$ cat config.mk
export PLATFORM = sky130hd
export DESIGN_NAME = sram_wb_port_flat
export DESIGN_NICKNAME = d
export VERILOG_FILES = /design/src/rtl/sram_wb_port_if.sv /design/src/rtl/sram_wb_port.sv /design/src/flat_wrapper.sv
export SDC_FILE = /design/constraint.sdc
export NUM_CORES = 1
export LEC_CHECK = 0
export BUFFER_PORTS_ARGS = -buffer_cell sky130_fd_sc_hd__buf_4
export CAP_MARGIN = 20
export CORE_MARGIN = 1
export CORE_UTILIZATION = 48
export CTS_BUF_LIST = sky130_fd_sc_hd__clkbuf_4 sky130_fd_sc_hd__clkbuf_8 sky130_fd_sc_hd__clkbuf_16
export DETAILED_ROUTE_END_ITERATION = 10
export PLACE_DENSITY = 0.94
export SLEW_MARGIN = 20
export SYNTH_ARGS = -nofsm -noshare
export SYNTH_HDL_FRONTEND = slang
export SYNTH_SLANG_ARGS = --single-unit
$ cat constraint.sdc
create_clock -name clk -period 2.8 [get_ports clk]
set_input_delay 0.14 -clock clk [delete_from_list [all_inputs] [get_ports clk]]
set_output_delay 0.14 -clock clk [all_outputs]
set_load 0.01 [all_outputs]
$ cat src/rtl/sram_wb_port_if.sv
// Wishbone B4 classic bus bundle between the peripheral interconnect and sram_wb_port.
// The master modport is the interconnect side; the slave modport is sram_wb_port.
interface sram_wb_port_if #(
  parameter int unsigned BYTE_COUNT   = 4,
  parameter int unsigned ADDRESS_SIZE = 9
);
  logic                      wb_cyc_i;
  logic                      wb_stb_i;
  logic                      wb_we_i;
  logic [BYTE_COUNT-1:0]     wb_sel_i;
  logic [ADDRESS_SIZE+1:0]   wb_adr_i;
  logic [8*BYTE_COUNT-1:0]   wb_data_i;
  logic                      wb_ack_o;
  logic [8*BYTE_COUNT-1:0]   wb_data_o;

  modport master (
    output wb_cyc_i, wb_stb_i, wb_we_i, wb_sel_i, wb_adr_i, wb_data_i,
    input  wb_ack_o, wb_data_o
  );

  modport slave (
    input  wb_cyc_i, wb_stb_i, wb_we_i, wb_sel_i, wb_adr_i, wb_data_i,
    output wb_ack_o, wb_data_o
  );
endinterface

$ cat src/rtl/sram_wb_port.sv
// Wishbone classic slave driving the primary read/write port of an SRAM wrapper.
// Optional feature: SRAM_WB_PORT_WRITE_PROTECT_EN adds a writeProtect input that suppresses writes.
module sram_wb_port #(
  parameter int unsigned BYTE_COUNT   = 4,
  parameter int unsigned ADDRESS_SIZE = 9,
  parameter int unsigned READ_LATENCY = 1  // legal range 1..3
) (
  input  logic                    clk,
  input  logic                    rst,
`ifdef SRAM_WB_PORT_WRITE_PROTECT_EN
  input  logic                    writeProtect,
`endif
  sram_wb_port_if.slave           wb,
  output logic                    primarySelect,
  output logic                    primaryWriteEnable,
  output logic [BYTE_COUNT-1:0]   primaryWriteMask,
  output logic [ADDRESS_SIZE-1:0] primaryAddress,
  output logic [8*BYTE_COUNT-1:0] primaryDataWrite,
  input  logic [8*BYTE_COUNT-1:0] primaryDataRead
);

  localparam logic [1:0] LatLoad = 2'(READ_LATENCY - 1);

  typedef enum logic [1:0] {StIdle, StIssue, StWait, StAck} state_e;

  state_e                    state_q, state_d;
  logic [1:0]                cnt_q, cnt_d;
  logic                      we_q, we_d;
  logic                      ack_q, ack_d;
  logic [8*BYTE_COUNT-1:0]   rdata_q, rdata_d;
  logic                      sel_q, sel_d;
  logic                      wen_q, wen_d;
  logic [BYTE_COUNT-1:0]     mask_q, mask_d;
  logic [ADDRESS_SIZE-1:0]   addr_q, addr_d;
  logic [8*BYTE_COUNT-1:0]   wdata_q, wdata_d;
  logic                      wp;
  logic                      unused_adr;

  // Byte offset bits are meaningless for a word-addressed SRAM.
  assign unused_adr = ^wb.wb_adr_i[1:0];

`ifdef SRAM_WB_PORT_WRITE_PROTECT_EN
  assign wp = writeProtect;
`else
  assign wp = 1'b0;
`endif

  always_comb begin
    state_d = state_q;
    cnt_d   = cnt_q;
    we_d    = we_q;
    ack_d   = 1'b0;
    rdata_d = rdata_q;
    sel_d   = 1'b0;
    wen_d   = 1'b0;
    mask_d  = '0;
    addr_d  = addr_q;
    wdata_d = wdata_q;

    unique case (state_q)
      StIdle: begin
        if (wb.wb_cyc_i && wb.wb_stb_i) begin
          state_d = StIssue;
          we_d    = wb.wb_we_i;
          // A protected write still walks the FSM so it is acked on schedule.
          if (!(wb.wb_we_i && wp)) begin
            sel_d   = 1'b1;
            wen_d   = wb.wb_we_i;
            mask_d  = wb.wb_we_i ? wb.wb_sel_i : '0;
            addr_d  = wb.wb_adr_i[ADDRESS_SIZE+1:2];
            wdata_d = wb.wb_data_i;
          end
        end
      end
      StIssue: begin
        if (we_q) begin
          state_d = StAck;
          ack_d   = 1'b1;
        end else begin
          state_d = StWait;
          cnt_d   = LatLoad;
        end
      end
      StWait: begin
        if (!wb.wb_cyc_i) begin
          state_d = StIdle;
        end else if (cnt_q == 2'd0) begin
          state_d = StAck;
          ack_d   = 1'b1;
          rdata_d = primaryDataRead;
        end else begin
          cnt_d = cnt_q - 2'd1;
        end
      end
      StAck: begin
        // Ack is already on the bus this cycle; an abort here needs nothing extra.
        state_d = StIdle;
      end
      default: state_d = StIdle;
    endcase
  end

  always_ff @(posedge clk) begin
    if (!rst) begin
      state_q <= StIdle;
      cnt_q   <= '0;
      we_q    <= 1'b0;
      ack_q   <= 1'b0;
      rdata_q <= '0;
      sel_q   <= 1'b0;
      wen_q   <= 1'b0;
      mask_q  <= '0;
      addr_q  <= '0;
      wdata_q <= '0;
    end else begin
      state_q <= state_d;
      cnt_q   <= cnt_d;
      we_q    <= we_d;
      ack_q   <= ack_d;
      rdata_q <= rdata_d;
      sel_q   <= sel_d;
      wen_q   <= wen_d;
      mask_q  <= mask_d;
      addr_q  <= addr_d;
      wdata_q <= wdata_d;
    end
  end

  assign wb.wb_ack_o         = ack_q;
  assign wb.wb_data_o        = rdata_q;
  assign primarySelect       = sel_q;
  assign primaryWriteEnable  = wen_q;
  assign primaryWriteMask    = mask_q;
  assign primaryAddress      = addr_q;
  assign primaryDataWrite    = wdata_q;

endmodule
$ cat src/flat_wrapper.sv
// flat-port wrapper written by rule: the top's interface ports become plain ports
module sram_wb_port_flat 
#(
  parameter int unsigned BYTE_COUNT   = 4,
  parameter int unsigned ADDRESS_SIZE = 9,
  parameter int unsigned READ_LATENCY = 1                     
)
  (clk, rst, primarySelect, primaryWriteEnable, primaryWriteMask, primaryAddress, primaryDataWrite, primaryDataRead, wb_wb_cyc_i, wb_wb_stb_i, wb_wb_we_i, wb_wb_sel_i, wb_wb_adr_i, wb_wb_data_i, wb_wb_ack_o, wb_wb_data_o);
  sram_wb_port_if #(.BYTE_COUNT(BYTE_COUNT), .ADDRESS_SIZE(ADDRESS_SIZE)) wb_i ();
  input  logic clk;
  input  logic rst;
  output logic primarySelect;
  output logic primaryWriteEnable;
  output logic [BYTE_COUNT-1:0] primaryWriteMask;
  output logic [ADDRESS_SIZE-1:0] primaryAddress;
  output logic [8*BYTE_COUNT-1:0] primaryDataWrite;
  input  logic [8*BYTE_COUNT-1:0] primaryDataRead;
  input wire logic [$bits(wb_i.wb_cyc_i)-1:0] wb_wb_cyc_i;
  input wire logic [$bits(wb_i.wb_stb_i)-1:0] wb_wb_stb_i;
  input wire logic [$bits(wb_i.wb_we_i)-1:0] wb_wb_we_i;
  input wire logic [$bits(wb_i.wb_sel_i)-1:0] wb_wb_sel_i;
  input wire logic [$bits(wb_i.wb_adr_i)-1:0] wb_wb_adr_i;
  input wire logic [$bits(wb_i.wb_data_i)-1:0] wb_wb_data_i;
  output wire logic [$bits(wb_i.wb_ack_o)-1:0] wb_wb_ack_o;
  output wire logic [$bits(wb_i.wb_data_o)-1:0] wb_wb_data_o;
  assign wb_i.wb_cyc_i = wb_wb_cyc_i;
  assign wb_i.wb_stb_i = wb_wb_stb_i;
  assign wb_i.wb_we_i = wb_wb_we_i;
  assign wb_i.wb_sel_i = wb_wb_sel_i;
  assign wb_i.wb_adr_i = wb_wb_adr_i;
  assign wb_i.wb_data_i = wb_wb_data_i;
  assign wb_wb_ack_o = wb_i.wb_ack_o;
  assign wb_wb_data_o = wb_i.wb_data_o;
  sram_wb_port #(.BYTE_COUNT(BYTE_COUNT), .ADDRESS_SIZE(ADDRESS_SIZE), .READ_LATENCY(READ_LATENCY)) u_core (.clk(clk), .rst(rst), .wb(wb_i), .primarySelect(primarySelect), .primaryWriteEnable(primaryWriteEnable), .primaryWriteMask(primaryWriteMask), .primaryAddress(primaryAddress), .primaryDataWrite(primaryDataWrite), .primaryDataRead(primaryDataRead));
endmodule
Word level (Yosys, flattened, before mapping) --
Cells that the tools add are included. Widths: inputs -> output; s select.
Storage, ports and cells: logic and storage cells 44, register bits after elaboration 85, output and inout port bits 80, bits of input ports 84
Cells by class: equal/unequal tests 8, reductions and logical operators 11, $add $sub $neg 1, multiplexer cells 14
Operators by type and width (count):
- $mux 2 | 6
- $pmux 2 s4 | 1
- $reduce_and 4->1 | 2
- $ne 2x2->1 const B | 3
- $reduce_and 2->1 | 3
- $reduce_and 3->1 | 2
- $mux 1 | 5
- $eq 2x2->1 const B | 2
- $logic_not 2->1 | 2
- $pmux 2 s2 | 1
- $ne 3x2->1 const B | 1
- $eq 2x1->1 const B | 1
- $ne 2x1->1 const B | 1
- $pmux 1 s2 | 1
- $reduce_bool 2->1 | 1
- $sub 2x1->2 const B | 1
- $logic_and 1x1->1 | 1

Depth between registers and ports, before layout --
word-level depth 4, depth in mapped cells 7, mapped depth without buffers 5

Worst setup path after synthesis --
No wires, ideal clock.
kind reg-to-reg, start register u_core.state_q[0], end register u_core.we_q, stages on the path, launching flop included 8, slack 1.360 ns, required time 2.685 ns, buffers on the path 2, data arrival time 1.325 ns, period minus slack after synthesis 1.440 ns, library setup time 0.115 ns, path through dfxtp_1 -> inv_1 -> ha_1 -> and3_4 -> buf_6 -> and3_4 -> buf_6 -> a31o_1
Between the ends: word-level cells in the longest chain between the ends 2
Ends and longest elaborated chain:
- start: declaration | line sram_wb_port.sv:26 | state_e state_q, state_d;
- start signal: assignment | line sram_wb_port.sv:105 | state_q <= StIdle;
- start signal: assignment | line sram_wb_port.sv:116 | state_q <= state_d;
- $logic_not 2->1 | line sram_wb_port.sv:60 | unique case (state_q)
- $reduce_and 2->1 (no line)
- end signal: assignment | line sram_wb_port.sv:118 | we_q <= we_d;
- end: declaration | line sram_wb_port.sv:28 | logic we_q, we_d;
No other way between the ends. A chain may end at the register's enable or synchronous reset.

Final worst setup path --
start register u_core.state_q[0], end register u_core.rdata_q[2] (netlist: u_core.wb.wb_data_o[2])
Between the ends: word-level cells in the longest chain between the ends 2
Ends and longest elaborated chain:
- $eq 2x2->1 | line sram_wb_port.sv:60
- $reduce_and 3->1 (no line)
- end signal: assignment | line sram_wb_port.sv:120 | rdata_q <= rdata_d;
- end: declaration | line sram_wb_port.sv:30 | logic [8*BYTE_COUNT-1:0] rdata_q, rdata_d;
No other way between the ends.

==> metrics.cfg <==
[clock_network]
clk_pin_slew_worst_paths_ps = 80
clock_path_buffers = 2
post_cts_buffers = 0
cts_tree = done
cts_sinks = 85
clk_latency_ps = 320
ctsRootBufferMaster = clkbuf_8
numCtsBuffers = 9
htreeDepth = 3

[route]
vias = 3016
avgViaCountPerCell = 4.96
drtIter0Drc = 100
route.met3.wl_um = 648
dr.pass1.iters = 4
wl_met2_um = 4050
route.top_layer_used = met4
drc = 0
drtAntennaViolNets = 0
finalWirelength_um = 7780
wl_met1_um = 3010
wl_per_cell_um = 12.8

[placed_design]
hpwl_um = 5640
port_buffers = 161
placed_area_um2 = 4270
gp_congestion = 0.764

[die]
die_w_um = 81.9
start_util = 0.508
rows = 28
design.die.area_um2 = 6700
core_region_area_um2 = 6030
dieHeight_um = 81.9
io_pins = 164

[logic_synthesis]
netlist_area_um2 = 3060
ys_seq_area_frac = 0.556
syn_area_per_cell_um2 = 8.14
ys_ff_latch = 85
synth_cells = 376
synth_nets = 466
synthDistinctLibCells = 27
yosysWarnings = 0

[layout]
most-common-layout-cells = buf_4 (166), nand2_1 (150), dfxtp_1 (85), a21oi_1 (74), clkbuf_8 (11)
ff_latch_area_um2 = 1700
final_nets = 620
fillers = 445
final_common_cell = buf_4
drive_gt1_frac = 0.345
syn2layout_area_growth_pct = 45.9
multi_input_area_um2 = 1200
diodes = 0
design_area_um2 = 4460

[global_routing]
grt_usage = 0.227
grt_max_degree = 51
grt_pass1_vias = 2747
grt_remaining_overflow = 0
antenna_found_initial = 0
grt_pass1_wl_um = 11600

[timing]
worst-slew-pin-transition_ps = 869
fmax_mhz = 552
slew_violations = 0
hold_ws_ps = 18.8
rsz0062_at_grt = false
maxSlewHeadroom = 0.420
min_period_ps = 1810
min_period_over_period = 0.647
setup_viol = 0
hold_viol = 0
setup_tns_ps = 0
finClkSkew_ps = 9.13

[outcome]
status = completed

[worst_setup_path]
startpoint_type = register
critPathMaxFanout = 19
required_ps = 3030
crit_buf_inv = 2
arrival_ps = 2040
setup.worst_path.end_class = register
crit_family = simple AND/OR/NAND/NOR gates
critPathMaxStageDelay_ps = 490
critPathSlowestCell = and3_1
crit_chain = inv_1, ha_1, and3_1, buf_4, nand2_1, a21oi_1
crit_type = register to register

[worst_hold_path]
worst_hold_path_type = input pin to register

[power_and_ir_drop]
finalPower_uw = 2560
power_density_nw_per_um2 = 573
leakagePower_uw = 0.00194
irDropWorstVdd_uv = 398

[job]
drv_cap = 0

==> sequential cells by signal (all words and copies together) (netlist names) <==
name / count
u_core.primarySelect: 1
u_core.primaryAddress: 9
u_core.cnt_q: 2
u_core.wb.wb_data_o: 32
u_core.primaryWriteMask: 4
u_core.primaryDataWrite: 32
u_core.state_q: 2
u_core.we_q: 1
u_core.wb.wb_ack_o: 1
u_core.primaryWriteEnable: 1
==> final timing paths <==
path / start / end / slack [ps] / cells after the start
hold reg to reg: u_core.wb.wb_data_o[0]$_SDFFE_PN0P_ / u_core.wb.wb_data_o[0]$_SDFFE_PN0P_ / 460 / 2
setup reg to reg: u_core.state_q[0]$_SDFFE_PN0P_ / u_core.wb.wb_data_o[2]$_SDFFE_PN0P_ / 990 / 6
setup / recovery: u_core.state_q[0]$_SDFFE_PN0P_ / u_core.wb.wb_data_o[2]$_SDFFE_PN0P_ / 990 / 6
hold / removal: wb_wb_sel_i[2] / u_core.primaryWriteMask[2]$_SDFF_PN0_ / 20 / 2
==> Yosys cell counts, drive strengths merged <==
library cell	n	share of area
nand2	150	0.18
dfxtp	85	0.56
a21oi	74	0.12
buf	17	0.033
clkbuf	9	0.011
and2	6	0.012
ha	6	0.025
nand3	5	0.0082
inv	4	0.0049
and3	3	0.0094
nor2	3	0.0037
o21ai	2	0.0033
a211oi	1	0.0025
a21bo	1	0.0033
a221oi	1	0.0029
a31o	1	0.0029
a31oi	1	0.0020
clkinv	1	0.0012
nand2b	1	0.0020
nand4	1	0.0020
nand4b	1	0.0029
nor2b	1	0.0020
o22ai	1	0.0020
o32ai	1	0.0029
==> where the power goes <==
| part | switching, µW | internal [µW] |
|---|---|---|
| Clock | 373 | 369 |
| Sequential | 40.4 | 1280 |
| Combinational | 250 | 241 |
| Total | 663 | 1890 |
==> metal layers <==
layer	GRT usage	vias up
met1	0.226	1384
li1	-	1519
met3	0.0744	4
met5	0	-
met4	0.0825	0
met2	0.431	109
==> cell families (layout without fill, tap and decap cells) <==
family / Yosys count / after routing / synth area share
AND/OR/NAND/NOR: 171 / 171 / 0.226
AO/OA/AOI/OAI: 83 / 83 / 0.143
buffers and inverters: 31 / 188 / 0.0503
flip-flops: 85 / 85 / 0.556
adder cells (fa/ha/maj): 6 / 6 / 0.0245
==> what timing repair did <==
action,4_1_cts,5_1_grt
endpoints found under the hold margin,2,1
gates resized for setup,0,0
hold buffers,2,1
==> area by class of cell <==
class / count / share of cell area
inverter: 5 / 0.00420
timing repair buffer: 169 / 0.286
clock buffer: 12 / 0.0356
tap: 75 / 0.0210
clock inverter: 2 / 0.00224
multi-input combinational: 260 / 0.270
sequential: 85 / 0.381
==> worst reg2reg max path, stage by stage, from the launching register on <==
cell	delay, ps
dfxtp_1	330
inv_1	150
ha_1	210
and3_1	490
buf_4	320
nand2_1	80
a21oi_1	140
==> through the flow <==
step / std cells / setup WS, ps / utilization
after floorplan: 376 / 1360 / -
after global placement: 591 / 1090 / 0.708
after detailed placement: 591 / 1010 / 0.708
after CTS: 607 / 973 / 0.739
after global routing: 608 / 868 / 0.741
final: 608 / 989 / 0.741
Note: power is estimated with default switching activity, not from simulation.
